File: config.mk
export PLATFORM = sky130hd
export DESIGN_NAME = ds1086_freq_counter
export DESIGN_NICKNAME = d
export VERILOG_FILES = /design/src/rtl/freq_counter_pkg.sv /design/src/rtl/sync_edge_det.sv /design/src/rtl/ds1086_freq_counter.sv
export SDC_FILE = /design/constraint.sdc
export NUM_CORES = 1
export LEC_CHECK = 0
export CAP_MARGIN = 40
export CORE_UTILIZATION = 50
export DETAILED_ROUTE_END_ITERATION = 12
export DONT_BUFFER_PORTS = 1
export SYNTH_ARGS = -nofsm -noshare
export SYNTH_HDL_FRONTEND = slang
export SYNTH_SLANG_ARGS = --single-unit
export TNS_END_PERCENT = 50
File: constraint.sdc
create_clock -name GCLK -period 2.75 [get_ports GCLK]
set_input_delay 0.55 -clock GCLK [delete_from_list [all_inputs] [get_ports GCLK]]
set_output_delay 0.55 -clock GCLK [all_outputs]
set_load 0.01 [all_outputs]
File: src/rtl/freq_counter_pkg.sv
// Shared definitions for the DS1086L frequency counter: FSM states and the
// bit positions of the GPIO control and result words.
package freq_counter_pkg;

   typedef enum logic [1:0] {
      IDLE  = 2'd0,
      GATE  = 2'd1,
      LATCH = 2'd2
   } state_t;

   // ctrl_i fields (driven by GPIO_IO_O)
   localparam int EN       = 0;
   localparam int START    = 1;
   localparam int CONT     = 2;
   localparam int GATE_LSB = 4;

   // result_o fields (read back on GPIO_IO_I)
   localparam int OVF   = 28;
   localparam int BUSY  = 29;
   localparam int VALID = 30;
   localparam int SEQ   = 31;

endpackage

File: src/rtl/sync_edge_det.sv
// Multi-flop synchronizer for an asynchronous input followed by a
// rising-edge detector producing a one-cycle pulse in the local clock domain.
module sync_edge_det #(
   parameter int SYNC_STAGES = 2
) (
   input  logic clk,
   input  logic rst,
   input  logic din,
   output logic rise
);

   logic [SYNC_STAGES-1:0] sync_q;
   logic                   prev_q;

   always_ff @(posedge clk) begin
      if (rst) begin
         sync_q <= '0;
         prev_q <= 1'b0;
      end else begin
         sync_q <= {sync_q[SYNC_STAGES-2:0], din};
         prev_q <= sync_q[SYNC_STAGES-1];
      end
   end

   assign rise = sync_q[SYNC_STAGES-1] & ~prev_q;

endmodule

File: src/rtl/ds1086_freq_counter.sv
// Gated edge counter measuring the DS1086L output against GCLK; control and
// results are exchanged with firmware through axi_gpio_6.
module ds1086_freq_counter
   import freq_counter_pkg::*;
#(
   parameter int SYNC_STAGES = 2,
   parameter int GATE_W      = 24,
   parameter int CNT_W       = 28
) (
   input  logic        GCLK,
   input  logic        RESET,
   input  logic        meas_clk_i,
   input  logic [31:0] ctrl_i,
   output logic [31:0] result_o
);

   localparam logic [CNT_W-1:0]  CNT_MAX  = '1;
   localparam logic [GATE_W-1:0] GATE_ONE = GATE_W'(1);

   state_t              state;
   logic                start_q;
   logic                start_pulse;
   logic                en;
   logic                cont;
   logic [GATE_W-1:0]   gate_len;
   logic [GATE_W-1:0]   gate_cnt;
   logic [CNT_W-1:0]    edge_cnt;
   logic                ovf;
   logic [CNT_W-1:0]    cnt_res;
   logic                ovf_res;
   logic                busy_q;
   logic                valid_q;
   logic                seq_q;
   logic                rise;

   function automatic logic [CNT_W-1:0] sat_inc(input logic [CNT_W-1:0] v);
      return (v == CNT_MAX) ? v : v + CNT_W'(1);
   endfunction

   assign en          = ctrl_i[EN];
   assign cont        = ctrl_i[CONT];
   assign gate_len    = ctrl_i[GATE_LSB +: GATE_W];
   assign start_pulse = ctrl_i[START] & ~start_q;

   generate
      if (GATE_LSB + GATE_W < 32) begin : g_unused_hi
         logic unused_ctrl;
         assign unused_ctrl = ^{ctrl_i[31:GATE_LSB+GATE_W], ctrl_i[3]};
      end else begin : g_unused_lo
         logic unused_ctrl;
         assign unused_ctrl = ctrl_i[3];
      end
   endgenerate

   sync_edge_det #(
      .SYNC_STAGES(SYNC_STAGES)
   ) u_sync (
      .clk  (GCLK),
      .rst  (RESET),
      .din  (meas_clk_i),
      .rise (rise)
   );

   always_ff @(posedge GCLK) begin
      if (RESET) begin
         state    <= IDLE;
         start_q  <= 1'b0;
         gate_cnt <= '0;
         edge_cnt <= '0;
         ovf      <= 1'b0;
         cnt_res  <= '0;
         ovf_res  <= 1'b0;
         busy_q   <= 1'b0;
         valid_q  <= 1'b0;
         seq_q    <= 1'b0;
      end else begin
         start_q <= ctrl_i[START];
         busy_q  <= (state != IDLE);
         case (state)
            IDLE: begin
               if (en && (start_pulse || cont)) begin
                  state    <= GATE;
                  gate_cnt <= (gate_len == '0) ? GATE_ONE : gate_len;
                  edge_cnt <= '0;
                  ovf      <= 1'b0;
               end
            end
            GATE: begin
               // Abort takes priority over the final gate cycle.
               if (!en) begin
                  state <= IDLE;
               end else begin
                  if (rise) begin
                     if (edge_cnt == CNT_MAX)
                        ovf <= 1'b1;
                     edge_cnt <= sat_inc(edge_cnt);
                  end
                  gate_cnt <= gate_cnt - GATE_ONE;
                  if (gate_cnt == GATE_ONE)
                     state <= LATCH;
               end
            end
            LATCH: begin
               cnt_res <= edge_cnt;
               ovf_res <= ovf;
               valid_q <= 1'b1;
               seq_q   <= ~seq_q;
               state   <= IDLE;
            end
            default: state <= IDLE;
         endcase
      end
   end

   always_comb begin
      result_o              = '0;
      result_o[CNT_W-1:0]   = cnt_res;
      result_o[OVF]         = ovf_res;
      result_o[BUSY]        = busy_q;
      result_o[VALID]       = valid_q;
      result_o[SEQ]         = seq_q;
   end

endmodule

==> reports/results.txt <==
Psw = 0.689 mW
mux cell area share after synthesis = 1.58%
CTS sink count = 91
Post-DP Area = 0.00451 mm²
status = finished, final reports clean
Max VDD drop = 229 µV
H-tree Lvls = 3
vias in the first global route = 3655
internal cell power = 2.00 mW
hold buffers post-CTS = 0
Max FO, Critical Path = 19
Final Slew Violations = 0
Power Dens Cells = 569 mW/mm²
Final #Nets = 580
CTS resizes = 0
Synth area leaders = dfxtp_1 41%, nand2_1 9.2%, a21oi_1 6.8%
Setup Skew = 8.73 ps
final hold violation count = 0
largest net degree at the start of global routing = 66
XOR/XNOR Fraction of Synth Area = 0.789%
Initial DRC Count = 151
Hold Path Class = input pin to register
core area = 0.00868 mm²
Final Wtd Congestion = 0.777
Post-CTS Setup Bufs = 0
fraction of layout cells with a size suffix above 1 = 8.62%
combinational share of power = 11.6%
Async SR Flop Fraction = 0%
Fmax = 414 MHz
relative slew slack = 50.7%
Synth Area in Compound Gates = 23.4%
Antenna Diode Count = 0
Commonest cells post-synth = 109 x nand2_1, 91 x dfxtp_1, 60 x a21oi_1
Layout area overhead = 6.40%
Die W = 96.2 µm
Critical Path Sink Type = register
vias per cell = 6.20
Detailed Place HPWL = 7060 µm
number of flops mapped to enable cells by yosys = 0
Cell Count, Final, Fillers Out = 653
die footprint = 0.00926 mm²
register bit total from synthesis = 91
Synth top area share = 41.0%
maxcap violations = 0
cts bufs inserted = 9
total track usage = 23.9%
Clock power frac = 37.0%
Post-Syn Area per Cell = 7.97 µm²
Sw Share = 25.6%
Reg clk slew, reported paths = 90 ps
Yosys cell types = 63
Clk Latency, worst-skew pair = 350 ps
Mapped Area = 0.00444 mm²
most common cell in the netlist = nand2_1
Detail Route Antenna Nets = 0
Remaining DRCs = 0
DP Cell Count = 639
overall power = 2.69 mW
Simple-Gate Fraction of Synth Area = 27.4%
area leader, netlist = dfxtp_1
Startpoint Class = register
Leak = 1.57 nW
Rows = 34
setup TNS = 0 ps
Port-buffer cells = 0
fill count = 863
post-route cell area = 0.00472 mm²
Synth warnings = 0
drt total wl = 10600 µm
Crit path arrival time = 2670 ps
register share of total power = 51.4%
first-pass GRT wire length = 17200 µm
Synth Instances = 557
drt first pass iters = 7
period utilization = 87.9%
Synth Net Count = 595
RSZ-0062 raised after global routing = false
fin crit period = 2420 ps
aggregate global routing overflow = 0
crit path kind = register to register
Final setup violation count = 0
Bufs on Longest Clock Path = 2
Slew @ Worst Pin = 735 ps
via count = 4046
Initial Util = 51.2%
Adder-Cell Fraction of Synth Area = 0.845%
initial antenna violation count = 0
CTS root buffer = clkbuf_8
Crit path required time = 3000 ps
Main synth FF type = dfxtp_1
routed len/inst = 16.2 µm
sequential area share after synthesis = 41.0%
I/O pin count = 67
CTS tree = done
Die Y = 96.2 µm
largest family of logic cells by synthesized area = simple AND/OR/NAND/NOR gates
power groups by stage:
stage                     registers (mW)  clock network, mW  logic (mW)
after floorplan                     1.40                  0       0.256
after global placement              1.41                  0       0.302
after detailed placement            1.41                  0       0.310
after CTS                           1.38               1.02       0.311
after global routing                1.39               1.07       0.346
final                               1.38              0.994       0.312
worst paths after layout:
path / start / endpoint / slack (ps) / cells past startpoint
worst min register to register: u_sync.sync_q[0] / u_sync.sync_q[1] / 440 / 1
worst max-delay path: edge_cnt[0] / edge_cnt[0] / 330 / 7
worst min-delay path: RESET / cnt_res[26] / 250 / 1
worst max register to register: edge_cnt[0] / edge_cnt[0] / 330 / 7
flip-flops by register name (all words and copies together) (netlist names):
name / count
busy_q: 1
cnt_res: 28
edge_cnt: 28
gate_cnt: 24
ovf: 1
ovf_res: 1
seq_q: 1
start_q: 1
state: 2
u_sync.prev_q: 1
u_sync.sync_q: 2
valid_q: 1
metrics by stage:
step | hold slack, ps | setup slack [ps] | utilization [%]
global placement | 423 | 430 | 52.0
floorplan | 414 | 483 | -
detailed placement | 427 | 385 | 52.0
CTS | 238 | 367 | 54.4
global route | 229 | 140 | 54.4
finish | 254 | 333 | 54.4
placed cells by master, fill, tap and decap left out, types with 9 or more instances in the layout:
master      n
nand2_1   109
dfxtp_1    91
a21oi_1    60
nor2_1     33
o21ai_0    20
nand3_1    17
buf_4      16
or3_1      14
nor3_1     11
clkbuf_8   10
nor4_1      9
routing by layer:
metal | global-route usage (%) | up-vias | part of all wire [%]
met3 | 4.50 | 9 | 4.3
met2 | 43.2 | 85 | 50
met1 | 28.5 | 1940 | 45
met5 | 0 | - | 0
met4 | 7.21 | 0 | 1.0
li1 | - | 2012 | -
worst max-delay path, cell delays in order, from the launching register on:
cell and delay, ps:
dfxtp_1 450, ha_1 240, and4_1 290, nand2_1 120
o31ai_2 620, buf_4 350, nor3_1 60, o21a_1 190
cells by family (layout without fill, tap and decap cells):
kind of cell | Yosys count | count (layout)
multiplexers | 7 | 7
adder cells (fa/ha/maj) | 3 | 3
AND/OR/NAND/NOR | 247 | 247
XOR/XNOR | 4 | 4
AO/OA/AOI/OAI | 155 | 155
flip-flops | 91 | 91
buffers and inverters | 50 | 38
layout make-up:
type / instances / area (µm²) / area share, %
clock buffers: 10 / 138 / 2.91
clock inverters: 4 / 76.3 / 1.62
inverters: 8 / 30.0 / 0.636
multi-input cells: 416 / 2400 / 50.9
flip-flops and latches: 91 / 1820 / 38.6
well taps: 108 / 135 / 2.86
repair buffers: 16 / 120 / 2.54
Note: power is estimated with default switching activity, not from simulation.
